File: src/rtl/vc_pkg.sv
// Shared definitions for the virtual-channel arbiter: VC count, index type and
// arbiter state encoding.
package vc_pkg;

  localparam int unsigned NUM_VC   = 4;
  localparam int unsigned VC_IDX_W = 2;

  typedef logic [VC_IDX_W-1:0] vc_idx_t;

  typedef enum logic [1:0] {
    ST_IDLE   = 2'd0,
    ST_ACTIVE = 2'd1,
    ST_HOLD   = 2'd2
  } arb_state_e;

endpackage

File: src/rtl/rr_pick4.sv
// Combinational priority rotator: first requester at or after start, scanning
// upward modulo four.
module rr_pick4
  import vc_pkg::*;
(
  input  logic [NUM_VC-1:0] req,
  input  vc_idx_t           start,
  output logic [NUM_VC-1:0] gnt_c,
  output vc_idx_t           idx_c,
  output logic              any_c
);

  vc_idx_t cand;

  always_comb begin
    gnt_c = '0;
    idx_c = start;
    any_c = 1'b0;
    cand  = start;
    for (int unsigned k = 0; k < NUM_VC; k++) begin
      cand = start + VC_IDX_W'(k);
      if (!any_c && req[cand]) begin
        any_c       = 1'b1;
        idx_c       = cand;
        gnt_c[cand] = 1'b1;
      end
    end
  end

endmodule

File: src/rtl/rr_vc_arbiter.sv
// Round-robin drain of four upstream VC FIFOs into one downstream FIFO, with
// in-flight read tracking and a sticky protocol-error flag.
module rr_vc_arbiter
  import vc_pkg::*;
#(
  parameter int unsigned BITNUMBER = 6,
  parameter int unsigned NUM_VC    = 4,
  parameter int unsigned MAX_OUTST = 3
) (
  input  logic                        clk,
  input  logic                        reset,
  input  logic [NUM_VC-1:0]           vc_empty,
  input  logic [NUM_VC*BITNUMBER-1:0] vc_data,
  input  logic [NUM_VC-1:0]           vc_valid,
  input  logic                        ds_pause,
  input  logic                        ds_full,
  output logic [NUM_VC-1:0]           vc_pop,
  output logic [BITNUMBER-1:0]        ds_data,
  output logic                        ds_push,
  output vc_idx_t                     grant_ptr,
  output logic [1:0]                  outstanding,
  output logic                        proto_error,
  output logic [7:0]                  push_count
);

  localparam int unsigned OUT_W = 2;
  localparam int unsigned CNT_W = 8;

  arb_state_e           state_c;
  logic [NUM_VC-1:0]    req_c;
  logic [NUM_VC-1:0]    gnt_c;
  vc_idx_t              idx_c;
  logic                 any_c;
  logic                 pop_c;
  logic                 valid_any_c;
  logic                 valid_multi_c;
  logic                 valid_one_c;
  logic [BITNUMBER-1:0] valid_data_c;

  assign req_c = ~vc_empty;

  rr_pick4 u_pick (
    .req   (req_c),
    .start (grant_ptr),
    .gnt_c (gnt_c),
    .idx_c (idx_c),
    .any_c (any_c)
  );

  // Arbiter state follows the current-cycle inputs; HOLD outranks ACTIVE.
  always_comb begin
    state_c = ST_IDLE;
    if (ds_pause || ds_full) begin
      state_c = ST_HOLD;
    end else if (|req_c) begin
      state_c = ST_ACTIVE;
    end
  end

  assign pop_c  = (state_c == ST_ACTIVE) && (outstanding < OUT_W'(MAX_OUTST)) && any_c;
  assign vc_pop = pop_c ? gnt_c : '0;

  // Decode the returning read: a single valid bit selects its data slice.
  always_comb begin
    valid_data_c  = '0;
    valid_any_c   = |vc_valid;
    valid_multi_c = (vc_valid & (vc_valid - NUM_VC'(1))) != '0;
    valid_one_c   = valid_any_c && !valid_multi_c;
    for (int unsigned i = 0; i < NUM_VC; i++) begin
      if (vc_valid[i]) begin
        valid_data_c = vc_data[i*BITNUMBER +: BITNUMBER];
      end
    end
  end

  always_ff @(posedge clk) begin
    if (reset) begin
      grant_ptr   <= '0;
      outstanding <= '0;
      ds_push     <= 1'b0;
      ds_data     <= '0;
      proto_error <= 1'b0;
      push_count  <= '0;
    end else begin
      if (pop_c) begin
        grant_ptr <= idx_c + VC_IDX_W'(1);
      end
      // A pop and a return on the same edge cancel; never underflow on a stray valid.
      if (pop_c && !valid_any_c) begin
        outstanding <= outstanding + OUT_W'(1);
      end else if (!pop_c && valid_any_c && (outstanding != '0)) begin
        outstanding <= outstanding - OUT_W'(1);
      end
      ds_push <= valid_one_c;
      if (valid_one_c) begin
        ds_data    <= valid_data_c;
        push_count <= push_count + CNT_W'(1);
      end
      if (valid_multi_c || (valid_any_c && (outstanding == '0)) ||
          (pop_c && (outstanding >= OUT_W'(MAX_OUTST)))) begin
        proto_error <= 1'b1;
      end
    end
  end

endmodule
File: config.mk
export PLATFORM = sky130hd
export DESIGN_NAME = rr_vc_arbiter
export DESIGN_NICKNAME = d
export VERILOG_FILES = /design/src/rtl/vc_pkg.sv /design/src/rtl/rr_pick4.sv /design/src/rtl/rr_vc_arbiter.sv
export SDC_FILE = /design/constraint.sdc
export NUM_CORES = 1
export LEC_CHECK = 0
export BUFFER_PORTS_ARGS = -buffer_cell sky130_fd_sc_hd__clkbuf_2
export CORE_MARGIN = 4
export CORE_UTILIZATION = 49
export DETAILED_ROUTE_END_ITERATION = 12
export PLACE_DENSITY = 0.86
export SYNTH_ARGS = -nofsm -noshare
export SYNTH_HDL_FRONTEND = slang
export SYNTH_HIERARCHICAL = 1
export SYNTH_SLANG_ARGS = --single-unit
File: constraint.sdc
create_clock -name clk -period 3.89 [get_ports clk]
set_clock_uncertainty 0.2 [all_clocks]
set_input_delay 0.389 -clock clk [delete_from_list [all_inputs] [get_ports clk]]
set_output_delay 0.389 -clock clk [all_outputs]
set_load 0.1 [all_outputs]
# Yosys cells after proc, flatten, opt, wreduce, memory -nomap -nowiden
# Index checks and enable logic that the tools add are counted.
dict set report totals {
  latch_bits 0
  register_bits 20
  romBits 0
  elab_cells 96
  mem_bits_rw 0
  n_memories 0
}
dict set report classes {
  n_div 0
  order_cmp 10
  muxes 36
  bitwise_logic 5
  n_shift 0
  add_sub_neg 8
  n_reduce_logical 30
  mul 0
  n_eq_ne 1
}
# op count
set ops {}
lappend ops {{$mux 6} 4}
lappend ops {{$mux 4} 5}
lappend ops {{$logic_and 1x1->1} 15}
lappend ops {{$mux 1} 13}
lappend ops {{$lt 2x3->1 const B} 4}
lappend ops {{$mux 2} 6}
lappend ops {{$or 4x4->4} 3}
lappend ops {{$add 8x1->8 const B} 1}
lappend ops {{$bmux 1 s2} 4}
lappend ops {{$demux 1 s2} 4}
lappend ops {{$ge 2x1->1 const B} 4}
lappend ops {{$reduce_or 4->1} 2}
lappend ops {{$add 2x1->2 const B} 3}
lappend ops {{$logic_not 1->1} 6}
lappend ops {{$add 2x2->2 const B} 2}
lappend ops {{$and 4x4->4} 1}
lappend ops {{$not 4->4} 1}
lappend ops {{$reduce_bool 2->1} 2}
lappend ops {{$reduce_bool 4->1} 1}
lappend ops {{$sub 4x1->4 const B} 1}
lappend ops {{$logic_or 1x1->1} 3}
lappend ops {{$eq 2x1->1 const B} 1}
lappend ops {{$ge 2x2->1 const B} 1}
lappend ops {{$logic_not 2->1} 1}
lappend ops {{2 further kinds} 2}

# Depth between registers and ports, before layout
dict set report depth {
  word_depth 19
  mapped_depth 13
  depth_no_buf 10
}

# By module
# Netlist, hierarchy kept.
# module cells_each n_inst area_per_inst_um2
set by_module_without_submodules {}
lappend by_module_without_submodules {rr_vc_arbiter 134 1 1126.1}
lappend by_module_without_submodules {rr_pick4 51 1 451.7}

# Worst setup path after synthesis
# Ideal clock, no wire load.
dict set report synth_path {
  path_type {register to output}
  from {register grant_ptr[1]}
  to {output port vc_pop[0]}
  path_slack_ps -482
  path_buffers 2
  arrival_time_ps 3783
  path_stages_with_launch 10
  path_cell_list {dfxtp_1 clkbuf_2 inv_1 ha_1 clkbuf_1 mux4_2 or2_4 nor3_1 o2bb2ai_1 and2_1}
}
# element line_no
set synth_lines {}
lappend synth_lines {{start: declaration} rr_vc_arbiter.sv:20} ;# output vc_idx_t grant_ptr,
lappend synth_lines {{start signal: assignment} rr_vc_arbiter.sv:86} ;# grant_ptr <= idx_c + VC_IDX_W'(1);
lappend synth_lines {{parallel branches: the longest is 11 deep, another holds $lt 2x3->1} n/a}
lappend synth_lines {{$mux 4 (*)} rr_pick4.sv:22} ;# if (!any_c && req[cand]) begin
lappend synth_lines {{via gnt_c[0]} rr_vc_arbiter.sv:31} ;# logic [NUM_VC-1:0] gnt_c;
lappend synth_lines {{$mux 4 (*)} rr_vc_arbiter.sv:61} ;# assign vc_pop = pop_c ? gnt_c : '0;
lappend synth_lines {{end: declaration} rr_vc_arbiter.sv:17} ;# output logic [NUM_VC-1:0] vc_pop,
# Mark *: on every way through the listed nets, which the timed path passes. The select of a mux whose other input is x is not followed.

# Worst setup path in the final report
dict set report layout_path {
  from {register grant_ptr[0]}
  to {output port vc_pop[3]}
}
dict set report layout_via {
  elab_chain_cells 14
}
# element line_no
set layout_rtl {}
lappend layout_rtl {{parallel branches: the longest is 11 deep, another holds $add 2x1->2} n/a}
lappend layout_rtl {{$mux 1 (*)} rr_pick4.sv:22}
lappend layout_rtl {{via any_c} rr_vc_arbiter.sv:33} ;# logic any_c;
lappend layout_rtl {{$logic_and 1x1->1 (*)} rr_vc_arbiter.sv:60} ;# assign pop_c = (state_c == ST_ACTIVE) && (outstanding < OUT_W'(MAX_OUTST)) && any_c;
lappend layout_rtl {{$mux 4 (*)} rr_vc_arbiter.sv:61}
# Marked as above.

==> results.tsv <==
stage	metric	value	unit
outcome	status	completed	
logic_synthesis	synth-edff-count	0	
sta	hold_ws	0.255	ns
worst_setup_path	max_stage_delay	0.50	ns
worst_hold_path	hold_class	input port to register	
power_and_ir_drop	p_seq_frac	0.355	
clock_network	cts_buffers	3	
sta	hold_viol	0	
clock_network	cts_tree	done	
grt	grt_util_all_layers	0.177	
cells_and_area	n_antenna_cell	0	
grt	grt_max_degree	21	
worst_setup_path	reg2reg_slack	0.61	ns
logic_synthesis	yosys.area.top_type	dfxtp_1	
floorplanning	die_h	64.7	µm
worst_setup_path	critPathTopFamily	simple AND/OR/NAND/NOR gates	
logic_synthesis	ys_async_sr_fraction	0	
worst_setup_path	crit_path_end_kind	primary output	
worst_setup_path	cp.required	3.30	ns
worst_setup_path	slowest_stage	dfxtp_2	
logic_synthesis	synth_nets	227	
clock_network	clk_latency	0.30	ns
sta	fin_ws	0.224	ns
worst_setup_path	cp_cell_sequence	inv_1, ha_1, mux4_2, or2_4, nor2_1, nand2_1, and4_1, and2_2, buf_4	
worst_setup_path	endpoint	vc_pop[3]	
logic_synthesis	syn_area	0.00158	mm²
power_and_ir_drop	power_density	343	mW/mm²
detailed_routing	avgViaCountPerCell	5.58	
floorplanning	coreArea	0.00308	mm²
sta	slew_headroom	0.498	
place	dp.final_hpwl	2870	µm
run	cap_viol_max_count	0	
clock_network	cts.path.max_buffers	2	
logic_synthesis	synthDistinctLibCells	51	
sta	finalCritPeriodShare	0.942	
worst_setup_path	path_depth	9	
worst_setup_path	critical_path_buf_inv_count	2	
sta	setup_viol	0	
power_and_ir_drop	p_int	0.369	mW
detailed_routing	vias	1561	
floorplanning	rows	20	
logic_synthesis	synthFlopType	dfxtp_1	
sta	rsz0062_at_grt	false	
sta	tightest_slew	0.749	ns
cells_and_area	n_fill_cell	291	
floorplanning	die_area	0.00419	mm²
logic_synthesis	synthTopCellsByArea	dfxtp_1 (25%), ha_1 (4.8%), nor2_1 (4.8%)	
place	pre_cts_ws	0.513	ns
floorplanning	dieWidth	64.7	µm
sta	finalSetupTns	0	ns
power_and_ir_drop	power_frac_comb	0.458	
floorplanning	ios	60	
power_and_ir_drop	sw_frac_of_total	0.429	
worst_setup_path	cp.arrival	3.08	ns
worst_setup_path	worstSetupStartpoint	grant_ptr[0]	
power_and_ir_drop	power_switching	0.277	mW
detailed_routing	drc	0	
worst_setup_path	crit_path_start_kind	register	
floorplanning	start_util	0.513	
grt	overflow	0	
worst_setup_path	reg2reg_from	grant_ptr[0]	
sta	fmax	273	MHz
logic_synthesis	syn_area_per_cell	8.53	µm²
clock_network	clkSlewWorstSetupHoldPaths	0.11	ns
logic_synthesis	syn_inst	185	
logic_synthesis	synth_top_area_frac	0.254	
power_and_ir_drop	clkPwrFrac	0.186	
cells_and_area	drive_gt1_frac	0.352	
worst_setup_path	reg2reg_to	outstanding[0]	
worst_setup_path	path_max_fanout	12	
sta	drv_slew	0	
grt	grt_pass1_wl	6110	µm
clock_network	cts-root-buf	clkbuf_4	
clock_network	clkSinkCount	20	
grt	grt_antenna_before_repair	0	
detailed_routing	dr.pass1.iters	4	
sta	period_minus_slack	3.67	ns
clock_network	h-tree-depth	1	
power_and_ir_drop	leakage	0.812	nW
detailed_routing	drtIter0Drc	97	
logic_synthesis	yosysWarnings	6	
logic_synthesis	seq_area_frac_synth	0.254	
logic_synthesis	synth_seq_cells	20	
cells_and_area	nets	279	
worst_setup_path	crit_type	register to primary output	
grt	grt_pass1_vias	1417	
detailed_routing	drtAntennaViolNets	0	
worst_setup_path	reg2regPathDepth	10	
place	place.gp.congestion	0.905	
place	port_buffers	59	
cells_and_area	area_delta_synth_final	19.5	%
clock_network	post_cts_buffers	0	
detailed_routing	wl_per_cell	13.0	µm
power_and_ir_drop	ir_drop	0.159	mV
detailed_routing	wl	3630	µm
synth_stat cells (2+ instances only):
cell and instances:
a211o_1 2, a211o_2 4, a211oi_1 5, a21oi_1 9, a221oi_1 4, a22oi_1 5, a31oi_1 2, and2_1 6
buf_6 5, clkbuf_1 4, dfxtp_1 20, ha_1 6, inv_1 9, mux2i_1 4, mux4_1 2, nand2_1 11
nand3_1 4, nand3b_1 3, nand4_1 2, nor2_1 20, nor2b_1 5, nor3_1 5, nor3b_1 2, nor4_1 2
o21ai_0 3, o22ai_1 6, o2bb2ai_1 4, o311a_1 2, xnor2_1 6, xor2_1 2
flip-flops by register name, indices dropped and copies added (netlist names):
name and cells:
push_count 8, ds_data 6, grant_ptr 2, outstanding 2, ds_push 1, proto_error 1
cell type report:
class                           instances  area, µm²  area share
Clock buffer                            4       36.3      0.0192
Inverter                                9       33.8      0.0179
Multi-Input combinational cell        144       1050       0.558
Sequential cell                        20        403       0.214
Tap cell                               44       55.1      0.0292
Timing Repair Buffer                   59        305       0.162
worst min-delay path by stage:
stage	startpoint	endpoint	slack, ns	cells past startpoint
2_1_floorplan	vc_valid[3]	proto_error	0.40	2
3_3_place_gp	ds_data[2]	ds_data[2]	0.24	2
3_5_place_dp	ds_data[2]	ds_data[2]	0.25	2
4_1_cts	vc_data[21]	ds_data[3]	0.25	4
5_1_grt	ds_data[1]	ds_data[1]	0.29	2
6_report	vc_data[21]	ds_data[3]	0.25	4
cell usage in the layout (no fill, tap or decap), types with 2 or more instances in the layout:
cell / instances
nor2_1: 20
inv_1: 9
ha_1: 6
nor2b_1: 5
nand2_1: 11
and2_2: 4
nor3b_1: 2
and2_1: 2
xor2_1: 2
a211oi_1: 5
nor3_1: 4
mux4_1: 2
nand4_1: 2
nor4_1: 2
o21ai_0: 3
a21oi_1: 9
a221oi_1: 4
o2bb2ai_1: 4
buf_4: 4
dfxtp_2: 2
nand3_1: 4
a211o_2: 4
dfxtp_1: 18
o22ai_1: 6
a22oi_1: 5
clkbuf_2: 55
mux2i_1: 4
xnor2_1: 6
clkbuf_4: 3
a31oi_1: 2
o311a_1: 2
nand3b_1: 3
a211o_1: 2
per-stage QoR:
step           power [mW]   util  cells  area, µm²
3_5_place_dp        0.530  0.599    276       1840
2_1_floorplan       0.481      -    185       1590
4_1_cts             0.650  0.611    280       1880
5_1_grt             0.686  0.613    280       1890
3_3_place_gp        0.527  0.599    276       1840
6_report            0.646  0.613    280       1890
routing by layer:
layer,global-route usage,vias to the layer above,share of wire
li1,-,787,-
met1,0.206,716,0.42
met2,0.326,54,0.50
met3,0.0208,4,0.069
met4,0.0712,0,0.0094
met5,0,-,0
worst min-delay path: stages:
cell	delay (ns)
clkbuf_2	0.08
nor2_1	0.08
a2111o_1	0.12
a21oi_1	0.06
power by group through the flow:
stage / Sequential [mW] / Clock [mW] / Combinational [mW]
3_5_place_dp: 0.234 / 0 / 0.295
2_1_floorplan: 0.308 / 0 / 0.173
6_report: 0.230 / 0.121 / 0.296
3_3_place_gp: 0.234 / 0 / 0.293
4_1_cts: 0.230 / 0.124 / 0.296
5_1_grt: 0.233 / 0.135 / 0.318
what timing repair did:
action                                 in CTS  in global routing
setup endpoints to repair                   0                  4
hold buffers                                0                  0
resized for setup                           0                  1
endpoints found under the hold margin       0                  0
kinds of logic (layout without fill, tap and decap cells):
kind of cell | after synthesis | in the layout | share of synthesized area
AND/OR/NAND/NOR | 70 | 70 | 0.240
AO/OA/AOI/OAI | 51 | 51 | 0.242
buffers and inverters | 21 | 72 | 0.0856
flip-flops | 20 | 20 | 0.254
XOR/XNOR | 8 | 8 | 0.0444
multiplexers | 8 | 8 | 0.0801
adder cells (fa/ha/maj) | 7 | 7 | 0.0539
Power figures use the tool's default switching activity.
